File: src/rtl/div_pkg.sv
// Shared definitions for the iterative signed divider: FSM encoding and
// saturation constants used when the quotient cannot be represented.
package div_pkg;

  typedef enum logic [1:0] {
    IDLE = 2'd0,
    CALC = 2'd1,
    FIX  = 2'd2
  } state_t;

  // Saturation value for a signed word of the given width: the largest
  // positive value, or the most negative one (low `width` bits are valid).
  function automatic logic [63:0] sat_value(input int unsigned width, input logic negative);
    logic [63:0] min_mag;
    min_mag = 64'd1 << (width - 1);
    return negative ? min_mag : (min_mag - 64'd1);
  endfunction

endpackage

File: src/rtl/div_step.sv
// One radix-2 restoring division step: shift in the next dividend bit and
// keep the trial difference when it does not go negative.
module div_step #(
  parameter int W = 16
) (
  input  logic [W-1:0] rem_in,
  input  logic         dvd_bit,
  input  logic [W-1:0] dmag,
  output logic [W-1:0] rem_out,
  output logic         q_bit
);

  logic [W:0] shifted;
  logic [W:0] diff;

  // rem_in < dmag <= 2^(W-1), so the shifted value fits W+1 bits and the
  // difference fits W+1 bits signed; its top bit is the borrow.
  assign shifted = {rem_in, dvd_bit};
  assign diff    = shifted - {1'b0, dmag};
  assign q_bit   = ~diff[W];
  assign rem_out = q_bit ? diff[W-1:0] : shifted[W-1:0];

endmodule

File: src/rtl/seq_signed_divider.sv
// Iterative signed divider: magnitude restoring division, one quotient bit
// per clock, with sign fix-up and divide-by-zero/overflow saturation.
module seq_signed_divider
  import div_pkg::*;
#(
  parameter int DIN1_WIDTH = 32,
  parameter int DIN2_WIDTH = 16
) (
  input  logic                  clk,
  input  logic                  rst_n,
  input  logic [DIN1_WIDTH-1:0] din1,
  input  logic [DIN2_WIDTH-1:0] din2,
  input  logic                  din_valid,
  output logic                  din_ready,
  output logic [DIN1_WIDTH-1:0] dout,
  output logic [DIN2_WIDTH-1:0] rem,
  output logic                  dout_valid,
  output logic                  div_by_zero,
  output logic                  overflow
);

  localparam int N  = DIN1_WIDTH;
  localparam int M  = DIN2_WIDTH;
  localparam int CW = (N > 1) ? $clog2(N) : 1;

  localparam logic [N-1:0]  Q_MAX    = N'(sat_value(N, 1'b0));
  localparam logic [N-1:0]  Q_MIN    = N'(sat_value(N, 1'b1));
  localparam logic [CW-1:0] CNT_LOAD = CW'(N - 1);

  state_t        state, next_state;
  logic [N-1:0]  dvd_q;      // dividend bits still to consume, quotient bits shifted in behind
  logic [M-1:0]  rem_q;
  logic [M-1:0]  dmag_q;
  logic [CW-1:0] cnt_q;
  logic          q_neg_q, r_neg_q, zero_q, ovf_q;

  logic          accept;
  logic [N-1:0]  din1_mag;
  logic [M-1:0]  din2_mag;
  logic [M-1:0]  step_rem;
  logic          step_bit;

  assign din_ready = (state == IDLE);
  assign accept    = din_valid & din_ready;

  // Unsigned magnitudes: negating the most negative value wraps to 2^(W-1),
  // which is exact when the result is read as unsigned.
  assign din1_mag = din1[N-1] ? -din1 : din1;
  assign din2_mag = din2[M-1] ? -din2 : din2;

  div_step #(.W(M)) u_step (
    .rem_in  (rem_q),
    .dvd_bit (dvd_q[N-1]),
    .dmag    (dmag_q),
    .rem_out (step_rem),
    .q_bit   (step_bit)
  );

  // NOTE: sequential state uses non-blocking assignments so every register
  // samples pre-edge values regardless of statement order.
  always_ff @(posedge clk or negedge rst_n) begin
    if (!rst_n) state <= IDLE;
    else        state <= next_state;
  end

  // NOTE: next_state is defaulted before the case so no path leaves it
  // unassigned, which would otherwise infer a latch.
  always_comb begin
    next_state = state;
    case (state)
      IDLE:    if (accept) next_state = CALC;
      CALC:    if (cnt_q == '0) next_state = FIX;
      FIX:     next_state = IDLE;
      default: next_state = IDLE;
    endcase
  end

  always_ff @(posedge clk or negedge rst_n) begin
    if (!rst_n) begin
      dvd_q   <= '0;
      rem_q   <= '0;
      dmag_q  <= '0;
      cnt_q   <= '0;
      q_neg_q <= 1'b0;
      r_neg_q <= 1'b0;
      zero_q  <= 1'b0;
      ovf_q   <= 1'b0;
    end else begin
      case (state)
        IDLE: if (accept) begin
          dvd_q   <= din1_mag;
          rem_q   <= '0;
          dmag_q  <= din2_mag;
          cnt_q   <= CNT_LOAD;
          q_neg_q <= din1[N-1] ^ din2[M-1];
          r_neg_q <= din1[N-1];
          zero_q  <= (din2 == '0);
          ovf_q   <= (din1 == Q_MIN) && (din2 == '1);
        end
        CALC: begin
          rem_q <= step_rem;
          dvd_q <= {dvd_q[N-2:0], step_bit};
          cnt_q <= cnt_q - CW'(1);
        end
        default: ;
      endcase
    end
  end

  // Results are registered in FIX and held until the next FIX.
  always_ff @(posedge clk or negedge rst_n) begin
    if (!rst_n) begin
      dout        <= '0;
      rem         <= '0;
      dout_valid  <= 1'b0;
      div_by_zero <= 1'b0;
      overflow    <= 1'b0;
    end else begin
      dout_valid <= 1'b0;
      if (state == FIX) begin
        dout_valid  <= 1'b1;
        div_by_zero <= zero_q;
        overflow    <= ovf_q;
        if (zero_q) begin
          dout <= r_neg_q ? Q_MIN : Q_MAX;
          rem  <= '0;
        end else if (ovf_q) begin
          dout <= Q_MAX;
          rem  <= '0;
        end else begin
          dout <= q_neg_q ? -dvd_q : dvd_q;
          rem  <= r_neg_q ? -rem_q : rem_q;
        end
      end
    end
  end

endmodule

File: config.mk
export PLATFORM = sky130hd
export DESIGN_NAME = seq_signed_divider
export DESIGN_NICKNAME = d
export VERILOG_FILES = /design/src/rtl/div_pkg.sv /design/src/rtl/div_step.sv /design/src/rtl/seq_signed_divider.sv
export SDC_FILE = /design/constraint.sdc
export NUM_CORES = 1
export LEC_CHECK = 0
export ABC_AREA = 1
export BUFFER_PORTS_ARGS = -buffer_cell sky130_fd_sc_hd__buf_2
export CORE_ASPECT_RATIO = 0.75
export CORE_UTILIZATION = 57
export DETAILED_ROUTE_END_ITERATION = 7
export HOLD_SLACK_MARGIN = 0.12
export MAX_ROUTING_LAYER = met4
export PLACE_DENSITY = 0.83
export SETUP_SLACK_MARGIN = 0.5
export SKIP_LAST_GASP = 1
export SLEW_MARGIN = 20
export SYNTH_ARGS = -nofsm -noshare
export SYNTH_HDL_FRONTEND = slang
export SYNTH_SLANG_ARGS = --single-unit
File: constraint.sdc
create_clock -name clk -period 2.64 [get_ports clk]
set_input_delay 0.396 -clock clk [delete_from_list [all_inputs] [get_ports clk]]
set_output_delay 0.396 -clock clk [all_outputs]
set_load 0.005 [all_outputs]
## Word level (Yosys, flattened, before mapping)

Index checks and enable logic that the tools add are counted.

- Bits in registers: 126
- Bits of input ports: 51
- Output and inout port bits: 52
- Word-level logic and storage cells: 57

- Add/sub/neg operators: 6
- Eq/ne operators: 6
- Mux-type cells: 20
- Bitwise gates (word level): 3
- Reduce and logical (&&, ||, !) cells: 8

Operator list:

| operator | count |
|---|---|
| 32-bit two-way mux | 6 |
| 16-bit two-way mux | 6 |
| 32-bit negator | 2 |
| 32-bit one-hot mux with 2 select lines | 1 |
| 32-bit equality test, second input constant | 1 |
| 16-bit negator | 2 |
| 16-bit one-hot mux with 2 select lines | 1 |
| 17-bit by 16-bit subtractor with 17-bit output | 1 |
| 16-bit equality test, second input constant | 1 |
| 16-bit logical NOT | 1 |
| 5-bit one-hot mux with 2 select lines | 1 |
| 2-bit AND reduction | 3 |
| 5-bit logical NOT | 1 |
| 5-bit two-way mux | 1 |
| 5-bit by 1-bit subtractor with 5-bit output, second input constant | 1 |
| 2-bit two-way mux | 2 |
| 2-bit one-hot mux with 2 select lines | 1 |
| 2-bit by 1-bit equality test with 1-bit output, second input constant | 1 |
| 2-bit equality test, second input constant | 1 |
| 2-bit logical NOT | 1 |
| 2-bit by 1-bit != test with 1-bit output, second input constant | 1 |
| 2-bit != test, second input constant | 1 |
| 2-bit nonzero test | 1 |
| 1-bit bitwise AND | 1 |
| 4 further kinds | 4 |

## Depth between registers and ports, before layout

- Word-level depth: 4
- Mapped depth: 15
- Depth with buffers taken out: 15

## Cells and area by module

From an unflattened synthesis, not the netlist that was laid out.

- Cells, all modules: 1320
- Area total of the unflattened synthesis: 9137.5 sq um

By module, submodules not included:

| module | times used | cells each | area each (sq um) | sequential area each (sq um) |
|---|---|---|---|---|
| seq_signed_divider | 1 | 1038 | 7687.4 | 3153.0 |
| div_step | 1 | 282 | 1450.1 | 0.0 |

## Least setup slack after synthesis

Ideal clock, no wire load.

- Kind: register -> register
- Start: register dvd_q[31]
- End: register rem_q[13]
- Library setup time: 0.117 ns
- Arrival time: 1.889 ns
- Required time: 2.523 ns
- Slack: 0.634 ns
- Stages on the path, launching flop included: 16
- Buffers on the path: 0
- Period minus slack after synthesis: 2.006 ns
- Cell sequence: dfrtp_1 -> inv_1 -> ha_1 -> fa_1 -> inv_1 -> nand2_1 -> nand2_1 -> nand3_1 -> nand2_2 -> nand2_4 -> nand2_4 -> nand2_4 -> nand2_4 -> nand2_1 -> nand3_1 -> nand2_1

- Longest elaborated chain between the ends: 3

Ends and longest elaborated chain:

| element | RTL line | RTL |
|---|---|---|
| from (decl) | seq_signed_divider.sv:31 | `logic [N-1:0] dvd_q;` |
| from (signal assigned) | seq_signed_divider.sv:91 | `dvd_q <= din1_mag;` |
| from (signal assigned) | seq_signed_divider.sv:102 | `dvd_q <= {dvd_q[N-2:0], step_bit};` |
| 17-bit by 16-bit subtractor with 17-bit output | div_step.sv:19 | `assign diff = shifted - {1'b0, dmag};` |
| 16-bit two-way mux | div_step.sv:21 | `assign rem_out = q_bit ? diff[W-1:0] : shifted[W-1:0];` |
| 16-bit one-hot mux with 2 select lines | seq_signed_divider.sv:89 | `case (state)` |
| to (signal assigned) | seq_signed_divider.sv:101 | `rem_q <= step_rem;` |
| to (decl) | seq_signed_divider.sv:32 | `logic [M-1:0] rem_q;` |

No other way between the ends.
A chain may end at the register's enable or synchronous reset.

## Final worst setup path

- Start: register dvd_q[31]
- End: register rem_q[14]

The elaborated chain is that of the path after synthesis.

==> impl_metrics.env <==
export IMPL_path_class="flip-flop to flip-flop"
export IMPL_slew_violations=0
export IMPL_antenna_diode_count=0
export IMPL_cts_buffer_depth=2
export IMPL_yosysSeqAreaShare_pct=35.7
export IMPL_cts_root_buf="clkbuf_16"
export IMPL_synth_top_family_by_area="simple AND/OR/NAND/NOR gates"
export IMPL_worst_pin_slew_ns=0.565
export IMPL_synthAdderAreaFrac_pct=3.48
export IMPL_vias=9279
export IMPL_clock_sinks=126
export IMPL_grt_overflow=0
export IMPL_placed_cells=1600
export IMPL_finalSetupTns_ns=0
export IMPL_num_rows=39
export IMPL_cp_required_ns=2.95
export IMPL_design_core_area_sq_mm=0.0152
export IMPL_cp_arrival_ns=2.49
export IMPL_critPathCaptureType="flip-flop"
export IMPL_clk_pin_slew_ns=0.06
export IMPL_dieArea_sq_mm=0.0160
export IMPL_setup_worst_path_start="dvd_q[31]"
export IMPL_drc=0
export IMPL_finalClockSkew_ns=0.00753
export IMPL_synth_edf_count=0
export IMPL_port_buffers=102
export IMPL_die_x_um=146
export IMPL_die_h_um=110
export IMPL_place_gp_congestion=0.918
export IMPL_final_antenna_net_count=0
export IMPL_groute_usage_overall_pct=33.5
export IMPL_wl_per_cell_um=15.9
export IMPL_final_layout_size_suffix_gt1_share_pct=15.5
export IMPL_power_leakage_nw=5.26
export IMPL_grt_pass1_wl_um=40400
export IMPL_slew_limit_headroom_pct=62.1
export IMPL_antenna_found_initial=0
export IMPL_setup_slack_ns=0.467
export IMPL_synth_xor_area_share_pct=2.58
export IMPL_hp_class="primary input to flip-flop"
export IMPL_synth_cell_type_count=44
export IMPL_finalCritPeriodShare_pct=82.3
export IMPL_cap_viol_max_count=0
export IMPL_outcome="finished, final reports clean"
export IMPL_final_util_pct=69.3
export IMPL_finalHoldViolCount=0
export IMPL_synth_simple_area_share_pct=36.9
export IMPL_clk_latency_ns=0.43
export IMPL_fin_cells=1643
export IMPL_synthCells=1320
export IMPL_hold_start="din1[22]"
export IMPL_syn_to_final_growth_pct=19.0
export IMPL_syn_nets=1395
export IMPL_finalCriticalPeriod_ns=2.17
export IMPL_rr_startpoint="dvd_q[31]"
export IMPL_async_reset_ff_share_pct=100
export IMPL_ios=103
export IMPL_cts_made_buffers=17
export IMPL_max_freq_ghz=0.460
export IMPL_yosys_warnings=0
export IMPL_initial_core_util_pct=58.2
export IMPL_place_hpwl_um=18900
export IMPL_pre_cts_slack_ns=0.393
export IMPL_tritoncts="built"
export IMPL_startpoint_type="flip-flop"
export IMPL_cellPowerDensity_mw_per_mm2=1290
export IMPL_drt_initial_drc_count=1348
export IMPL_num_nets_final=1500
export IMPL_synth_mux_area_share_pct=0
export IMPL_finalSetupViolations=0
export IMPL_synthFlopType="dfrtp_1"
export IMPL_rsz0062_at_grt="yes"
export IMPL_drt_wl_total_um=26100
export IMPL_synth_area_per_cell_sq_um=6.69
export IMPL_grt_max_degree=57
export IMPL_first_global_vias=7767
export IMPL_peakVddDrop_uv=604
export IMPL_synth_compound_area_share_pct=12.9
export IMPL_path_max_fanout=6
export IMPL_synth_seq_cells=126
export IMPL_first_pass_iters=8
export IMPL_h_tree_depth=4
export IMPL_synth_area_sq_mm=0.00883
export IMPL_via_per_inst=5.65
==> cell type report <==
class / instances / area (sq um)
multi-input combinational: 1004 / 5200
fill: 1278 / 4660
sequential: 126 / 3150
timing repair buffer: 122 / 691
inverter: 154 / 578
clock buffer: 22 / 474
tap: 205 / 256
clock inverter: 10 / 160
==> power by group <==
group          leakage, nW  total [W]  switching [W]  internal [W]
registers             1.44    0.00346       0.000913       0.00254
logic                 3.52    0.00758        0.00479       0.00280
clock network        0.310    0.00252       0.000866       0.00165
total                 5.26     0.0136        0.00656       0.00699
==> synthesized netlist by cell type (all sizes together), types with 11 or more instances <==
cell,instances,area [sq um]
a21oi,37,200
a22oi,24,180
buf,16,85.1
clkbuf,23,86.3
dfrtp,126,3150
ha,23,288
inv,151,567
nand2,426,1660
nand3,129,668
nand3b,12,90.1
nand4,11,68.8
nor2,129,502
nor3,34,203
o21ai,115,583
xor2,17,149
==> sequential cells by signal, indices dropped and copies added (netlist names) <==
register     cells
dvd_q           32
zero_q           1
dout            32
state            2
div_by_zero      1
q_neg_q          1
cnt_q            5
dmag_q          16
rem_q           16
rem             16
r_neg_q          1
dout_valid       1
ovf_q            1
overflow         1
==> critical path, stage by stage (launching register included) <==
cell	delay [ns]
dfrtp_1	0.38
inv_2	0.08
ha_4	0.16
fa_2	0.36
inv_2	0.08
nand2_2	0.05
nand2_2	0.08
nand3_2	0.08
nand2_2	0.11
nand2_4	0.11
nand2_8	0.14
nand2_8	0.10
nand2_8	0.13
nand2_2	0.06
nand3_2	0.06
nand2_1	0.07
==> final timing paths <==
path                             endpoint  slack, ns  cells past startpoint
worst min register to register   dout[21]       0.48                      2
max in group asynchronous       dmag_q[1]       1.32                      3
min in group asynchronous        dout[26]       0.45                      2
worst max register to register  rem_q[14]       0.47                     15
worst max-delay path            rem_q[14]       0.47                     15
worst min-delay path            dvd_q[22]       0.27                      4
==> cells in the final DEF (no fill, tap or decap), drive strengths merged, types with 2 or more instances in the layout <==
cell type,n
o211ai,6
xor2,17
a22oi,24
dfrtp,126
o31ai,2
o221ai,4
nor2,129
nand3b,12
clkinv,8
ha,23
bufinv,4
and2,6
xnor2,9
a21boi,2
inv,151
clkbuf,22
a21oi,37
nor3,34
o22ai,4
or2,2
nand4,11
nor4,3
o21ai,115
buf,121
nand2,428
nand3,130
==> cell families after synthesis <==
logic type / Yosys count
buffers and inverters: 193
AND/OR/NAND/NOR: 752
AO/OA/AOI/OAI: 199
flip-flops: 126
XOR/XNOR: 26
adder cells (fa/ha/maj): 24
==> metal layers <==
layer	global-route usage [%]	wire (um)	vias to the layer above
met5	-	0	-
met4	7.74	362	0
met3	5.19	2980	40
met2	43.9	10300	516
met1	52.6	12400	4209
li1	-	-	4514
==> metrics by stage <==
step                cell area [sq um]  hold WS [ns]  total power [W]
floorplan                        8830         0.100          0.00809
global placement                 9540         0.363          0.00963
detailed placement               9540         0.362          0.00979
CTS                             10200         0.263           0.0125
global route                    10500         0.302           0.0145
finish                          10500         0.273           0.0136
==> repair_timing <==
action,4_1_cts,5_1_grt
setup endpoints to repair,16,17
pin swaps,3,15
hold buffers,1,0
resized for setup,7,34
hold endpoints to repair,32,0
buffers inserted,1,6
cloned,0,3
Power figures use the tool's default switching activity.
